File: src/rtl/nebula_pkg.sv
// nebula_pkg: shared widths, fetch FSM states and helpers for the instruction-block fetcher
package nebula_pkg;
  localparam int ADDR_W = 32;
  localparam int INSTR_W = 32;
  localparam int BLOCK_WORDS = 4;
  localparam int BLOCK_ID_W = 7;
  localparam int BLOCK_W = INSTR_W * BLOCK_WORDS;
  localparam logic [BLOCK_ID_W-1:0] BLOCK_ID_RESET = BLOCK_ID_W'(1);
  typedef enum logic [1:0] {IDLE, REQ, WAIT, EMIT} fetch_state_t;
  function automatic logic [ADDR_W-1:0] word_align(input logic [ADDR_W-1:0] a);
    return a & ~ADDR_W'(3);
  endfunction
endpackage

File: src/rtl/instr_block_fetch_if.sv
// instr_block_fetch_if: control, memory and block-output signals of the instruction-block fetcher
interface instr_block_fetch_if;
  import nebula_pkg::*;
  logic start_in;
  logic [ADDR_W-1:0] start_pc_in;
  logic [15:0] block_count_in;
  logic flush_in;
  logic [ADDR_W-1:0] redirect_pc_in;
  logic mem_req_valid_out;
  logic mem_req_ready_in;
  logic [ADDR_W-1:0] mem_addr_out;
  logic mem_rsp_valid_in;
  logic [INSTR_W-1:0] mem_rsp_data_in;
  logic block_valid_out;
  logic block_ready_in;
  logic [BLOCK_W-1:0] block_data_out;
  logic [BLOCK_ID_W-1:0] block_id_out;
  logic busy_out;
  logic done_out;
  modport master(
    input start_in, start_pc_in, block_count_in, flush_in, redirect_pc_in,
    input mem_req_ready_in, mem_rsp_valid_in, mem_rsp_data_in, block_ready_in,
    output mem_req_valid_out, mem_addr_out, block_valid_out, block_data_out, block_id_out, busy_out, done_out
  );
  modport slave(
    output start_in, start_pc_in, block_count_in, flush_in, redirect_pc_in,
    output mem_req_ready_in, mem_rsp_valid_in, mem_rsp_data_in, block_ready_in,
    input mem_req_valid_out, mem_addr_out, block_valid_out, block_data_out, block_id_out, busy_out, done_out
  );
endinterface

File: src/rtl/instr_block_fetch.sv
// instr_block_fetch: fetches 32-bit words one at a time, packs four into a tagged 128-bit block
module instr_block_fetch import nebula_pkg::*; (
  input logic clk,
  input logic rst,
  instr_block_fetch_if.master bus
);
  localparam int IDX_W = $clog2(BLOCK_WORDS);
  fetch_state_t state_q, state_d;
  logic [ADDR_W-1:0] pc_q, pc_d;
  logic [15:0] remaining_q, remaining_d;
  logic [IDX_W-1:0] word_idx_q, word_idx_d;
  logic [BLOCK_W-1:0] block_q, block_d;
  logic [BLOCK_ID_W-1:0] id_q, id_d;
  logic drop_q, drop_d, done_q, done_d;
  logic req_fire, last_emit;
  assign bus.mem_req_valid_out = state_q == REQ && !drop_q;
  assign bus.mem_addr_out = pc_q;
  assign bus.block_valid_out = state_q == EMIT;
  assign bus.block_data_out = block_q;
  assign bus.block_id_out = id_q;
  assign bus.busy_out = state_q != IDLE;
  assign bus.done_out = done_q;
  assign req_fire = bus.mem_req_valid_out && bus.mem_req_ready_in;
  assign last_emit = state_q == EMIT && bus.block_ready_in && remaining_q == 16'd1;
  // next-state: fetch/pack/emit sequencing, with flush overriding everything but the final accept
  always_comb begin
    state_d = state_q;
    pc_d = pc_q;
    remaining_d = remaining_q;
    word_idx_d = word_idx_q;
    block_d = block_q;
    id_d = id_q;
    done_d = 1'b0;
    drop_d = drop_q && !bus.mem_rsp_valid_in;
    case (state_q)
      IDLE: if (bus.start_in) begin
        pc_d = word_align(bus.start_pc_in);
        remaining_d = bus.block_count_in;
        word_idx_d = '0;
        done_d = bus.block_count_in == 16'd0;
        state_d = done_d ? IDLE : REQ;
      end
      REQ: if (req_fire) begin
        pc_d = pc_q + ADDR_W'(4);
        state_d = WAIT;
      end
      WAIT: if (bus.mem_rsp_valid_in) begin
        block_d[(BLOCK_WORDS - 1 - int'(word_idx_q)) * INSTR_W +: INSTR_W] = bus.mem_rsp_data_in;
        word_idx_d = word_idx_q + IDX_W'(1);
        state_d = word_idx_q == IDX_W'(BLOCK_WORDS - 1) ? EMIT : REQ;
      end
      EMIT: if (bus.block_ready_in) begin
        id_d = id_q + BLOCK_ID_W'(1);
        remaining_d = remaining_q - 16'd1;
        done_d = last_emit;
        word_idx_d = '0;
        state_d = last_emit ? IDLE : REQ;
      end
      default: state_d = IDLE;
    endcase
    if (bus.flush_in && state_q != IDLE && !last_emit) begin
      pc_d = word_align(bus.redirect_pc_in);
      word_idx_d = '0;
      state_d = REQ;
      drop_d = drop_d || req_fire || (state_q == WAIT && !bus.mem_rsp_valid_in);
    end
  end
  // state register; the block ID survives start and flush, only reset restores it
  always_ff @(posedge clk) begin
    if (rst) begin
      state_q <= IDLE;
      pc_q <= '0;
      remaining_q <= '0;
      word_idx_q <= '0;
      block_q <= '0;
      id_q <= BLOCK_ID_RESET;
      drop_q <= 1'b0;
      done_q <= 1'b0;
    end else begin
      state_q <= state_d;
      pc_q <= pc_d;
      remaining_q <= remaining_d;
      word_idx_q <= word_idx_d;
      block_q <= block_d;
      id_q <= id_d;
      drop_q <= drop_d;
      done_q <= done_d;
    end
  end
endmodule
File: src/flat_wrapper.sv
// flat-port wrapper written by rule: the top's interface ports become plain ports
module instr_block_fetch_flat import nebula_pkg::*;
  (clk, rst, bus_start_in, bus_start_pc_in, bus_block_count_in, bus_flush_in, bus_redirect_pc_in, bus_mem_req_ready_in, bus_mem_rsp_valid_in, bus_mem_rsp_data_in, bus_block_ready_in, bus_mem_req_valid_out, bus_mem_addr_out, bus_block_valid_out, bus_block_data_out, bus_block_id_out, bus_busy_out, bus_done_out);
  instr_block_fetch_if bus_i ();
  input logic clk;
  input logic rst;
  input wire logic [$bits(bus_i.start_in)-1:0] bus_start_in;
  input wire logic [$bits(bus_i.start_pc_in)-1:0] bus_start_pc_in;
  input wire logic [$bits(bus_i.block_count_in)-1:0] bus_block_count_in;
  input wire logic [$bits(bus_i.flush_in)-1:0] bus_flush_in;
  input wire logic [$bits(bus_i.redirect_pc_in)-1:0] bus_redirect_pc_in;
  input wire logic [$bits(bus_i.mem_req_ready_in)-1:0] bus_mem_req_ready_in;
  input wire logic [$bits(bus_i.mem_rsp_valid_in)-1:0] bus_mem_rsp_valid_in;
  input wire logic [$bits(bus_i.mem_rsp_data_in)-1:0] bus_mem_rsp_data_in;
  input wire logic [$bits(bus_i.block_ready_in)-1:0] bus_block_ready_in;
  output wire logic [$bits(bus_i.mem_req_valid_out)-1:0] bus_mem_req_valid_out;
  output wire logic [$bits(bus_i.mem_addr_out)-1:0] bus_mem_addr_out;
  output wire logic [$bits(bus_i.block_valid_out)-1:0] bus_block_valid_out;
  output wire logic [$bits(bus_i.block_data_out)-1:0] bus_block_data_out;
  output wire logic [$bits(bus_i.block_id_out)-1:0] bus_block_id_out;
  output wire logic [$bits(bus_i.busy_out)-1:0] bus_busy_out;
  output wire logic [$bits(bus_i.done_out)-1:0] bus_done_out;
  assign bus_i.start_in = bus_start_in;
  assign bus_i.start_pc_in = bus_start_pc_in;
  assign bus_i.block_count_in = bus_block_count_in;
  assign bus_i.flush_in = bus_flush_in;
  assign bus_i.redirect_pc_in = bus_redirect_pc_in;
  assign bus_i.mem_req_ready_in = bus_mem_req_ready_in;
  assign bus_i.mem_rsp_valid_in = bus_mem_rsp_valid_in;
  assign bus_i.mem_rsp_data_in = bus_mem_rsp_data_in;
  assign bus_i.block_ready_in = bus_block_ready_in;
  assign bus_mem_req_valid_out = bus_i.mem_req_valid_out;
  assign bus_mem_addr_out = bus_i.mem_addr_out;
  assign bus_block_valid_out = bus_i.block_valid_out;
  assign bus_block_data_out = bus_i.block_data_out;
  assign bus_block_id_out = bus_i.block_id_out;
  assign bus_busy_out = bus_i.busy_out;
  assign bus_done_out = bus_i.done_out;
  instr_block_fetch u_core (.clk(clk), .rst(rst), .bus(bus_i));
endmodule
File: config.mk
export PLATFORM = sky130hd
export DESIGN_NAME = instr_block_fetch_flat
export DESIGN_NICKNAME = d
export VERILOG_FILES = /design/src/rtl/nebula_pkg.sv /design/src/rtl/instr_block_fetch_if.sv /design/src/rtl/instr_block_fetch.sv /design/src/flat_wrapper.sv
export SDC_FILE = /design/constraint.sdc
export NUM_CORES = 1
export LEC_CHECK = 0
export ABC_CLOCK_PERIOD_IN_PS = 5130
export CAP_MARGIN = 25
export CORE_MARGIN = 3
export CORE_UTILIZATION = 49
export CTS_CLUSTER_SIZE = 28
export DETAILED_ROUTE_END_ITERATION = 8
export GPL_ROUTABILITY_DRIVEN = 0
export MAX_ROUTING_LAYER = met4
export PLACE_DENSITY = 0.86
export SLEW_MARGIN = 20
export SYNTH_ARGS = -nofsm -noshare
export SYNTH_HDL_FRONTEND = slang
export SYNTH_SLANG_ARGS = --single-unit
File: constraint.sdc
create_clock -name clk -period 5.13 [get_ports clk]
set_clock_uncertainty 0.2 [all_clocks]
set_input_delay 0.7695 -clock clk [delete_from_list [all_inputs] [get_ports clk]]
set_output_delay 0.7695 -clock clk [all_outputs]
set_load 0.1 [all_outputs]
==> reports/results.ini <==
[outcome]
status=complete, no violations

[yosys]
synth.distinct_cells=65
synth.most_common_cell=nor2_1
synth-compound-area-share=0.255
synth_top_family_by_area=compound AO/OA/AOI/OAI gates
yosysTopAreaCellShare=0.450
synth_flop_cell=dfxtp_1
synthTopCellsByArea=dfxtp_1 45%, a22oi_1 12%, nor2_1 8.7%
synth_cells=979
synth-xor-area-share=0.0137
synthesis.area_um2=8310
ys_warn_count=0
synthSimpleGateAreaFrac=0.200
async_flop_share=0
synth_seq_cells=187
synth.largest_area_cell=dfxtp_1
synthTopCellsByCount=192 x nor2_1, 187 x dfxtp_1, 130 x a22oi_1, 61 x a21oi_1, 56 x clkbuf_1
synth_edf_count=0
ys_seq_area_frac=0.450
yosys-mux-area-fraction=0.00738
syn-mean-instance-area_um2=8.49
synth_adder_area_share=0.0196

[clocking]
cts_tree=done
clk_path_buf_depth=2
cts.sinks=187
cts.hold.buffers_added=0
postCtsSetupRepairBufs=0
clock_latency_ns=0.43
clkTransAtPathRegs_ns=0.07
cts_resized=0
numCtsBuffers=17
cts_max_level=4
root_buffer=clkbuf_16

[power_and_ir_drop]
seq_power_share=0.370
cellLeakagePower_nw=4.16
powerDensity_nw_per_um2=389
clkPwrFrac=0.302
power_switching_mw=1.83
vdd_ir_drop_max_mv=0.269
report.power.total_mw=4.59
intPower_mw=2.76
p_comb_frac=0.327
sw_frac_of_total=0.399

[worst_setup_path]
cp-end-kind=output pin
worstSetupPathType=flip-flop to output pin
cp.required_ns=4.16
crit_path_start_kind=flip-flop
regToRegSetupSlack_ns=2.06
reg2regPathDepth=8
crit_arrival_ns=3.02
path_max_fanout=19

[global_route]
first_global_vias=8337
grt_pass1_wl_mm=44.1
grt_max_degree=99
grt_usage=0.305
grt-ovfl-total=0
antenna_found_initial=0

[detailed_routing]
dr.first_iter.drc_count=843
vias_per_cell=5.98
wl_per_cell_um=19.5
vias=8676
dr.pass1.iters=5
drc=0
routed_wl_mm=28.3
ant_nets=0

[place]
dp_slack_ns=1.62
dpl_cell_area_um2=11200
dp.cells=1419
hpwl_mm=19.2
io_buffers=283

[cells_and_area]
num_antenna_cells=0
fin_util=0.728
stdcell_count=1451
drive_above_1_share=0.0575
fin_area_um2=11800
nets=1354
area_delta_synth_final_pct=42.1

[sta]
worst_slew_margin_rel=0.287
fin_ws_ns=1.14
fin_crit_ns=3.99
finalHoldWorstSlack_ns=0.305
setup_viol=0
tns_ns=0
maxSlewViolCount=0
worst_pin_slew_ns=1.07
finalCritPeriodShare=0.777
rsz0062_at_grt=no
hold_viol=0
fmax_mhz=251

[floorplanning]
io_pins=290
die_w_um=136
placementRows=46
die_y_um=136
dieArea_um2=18600
start_util=0.512
core-area_um2=16200

[flow_run]
max_cap_violations=0

[worst_hold_path]
hold_depth=2
hold_class=flip-flop to flip-flop

## critical path, cell delays in order, from the launching register on
cell and delay (ns):
dfxtp_1 0.34, inv_1 0.11, ha_2 0.19, clkinv_1 0.45
nor2_1 0.31, clkdlybuf4s50_1 1.19
## power by group through the flow
stage / Combinational, mW / Sequential [mW] / Clock (mW)
after global placement: 1.47 / 1.73 / 0
after global routing: 1.59 / 1.72 / 1.46
after floorplan: 0.641 / 2.18 / 0
final: 1.50 / 1.70 / 1.39
after CTS: 1.49 / 1.70 / 1.40
after detailed placement: 1.49 / 1.73 / 0
## metal layers
layer	vias to the layer above	part of all wire	track usage
met5	-	0	-
met4	0	0.010	0.0705
met3	35	0.11	0.0992
met2	431	0.49	0.500
met1	4144	0.39	0.367
li1	4066	-	-
## layout by cell type (no fill, tap or decap), drive strengths merged, types with 3 or more instances in the layout
cell type and instances:
clkdlybuf4s50 282, nor2 192, dfxtp 187, a22oi 130, a21oi 63, nand2 45
o21ai 38, nand3 28, inv 23, nor3 19, buf 18, clkbuf 17
nand4 14, nor4 14, o22ai 13, ha 13, and3 12, a31oi 10
a211oi 10, xor2 8, nand2b 8, o221ai 7, o21a 6, clkinv 6
mux2i 5, xnor2 5, a211o 5, a41oi 5, a221oi 5, or4 5
and4 4, o211ai 3, o2bb2ai 3, or3 3, and2 3, a21o 3
## state kept, by name, summed over array words and instances, names as in the netlist
| register | count |
|---|---|
| u_core.bus.block_data_out | 128 |
| u_core.bus.mem_addr_out | 30 |
| u_core.remaining_q | 16 |
| u_core.bus.block_id_out | 7 |
| u_core.state_q | 2 |
| u_core.word_idx_q | 2 |
| u_core.bus.done_out | 1 |
| u_core.drop_q | 1 |
## cell families (layout without fill, tap and decap cells)
kind of cell / after synthesis / count (layout)
simple gates: 355 / 355
compound gates: 310 / 310
flops: 187 / 187
buf+inv: 94 / 349
fa+ha+maj: 13 / 13
xor+xnor: 13 / 13
mux: 6 / 6
other cells: 1 / 2
## worst paths after layout
kind	start	end
max	u_core.state_q[1]$_SDFFE_PP0P_	bus_mem_req_valid_out
min	u_core.state_q[1]$_SDFFE_PP0P_	u_core.state_q[1]$_SDFFE_PP0P_
max reg2reg	u_core.state_q[0]$_SDFFE_PP0P_	u_core.bus.mem_addr_out[24]$_SDFFE_PP0P_
min reg2reg	u_core.state_q[1]$_SDFFE_PP0P_	u_core.state_q[1]$_SDFFE_PP0P_
## layout make-up
type                       instances  area (um2)
clock inverter                    15         204
timing repair buffer             300        2960
sequential                       187        3740
inverter                          17        63.8
multi-input combinational        699        4150
fill                            1227        4420
tap                              216         270
clock buffer                      17         425
Power figures use the tool's default switching activity.
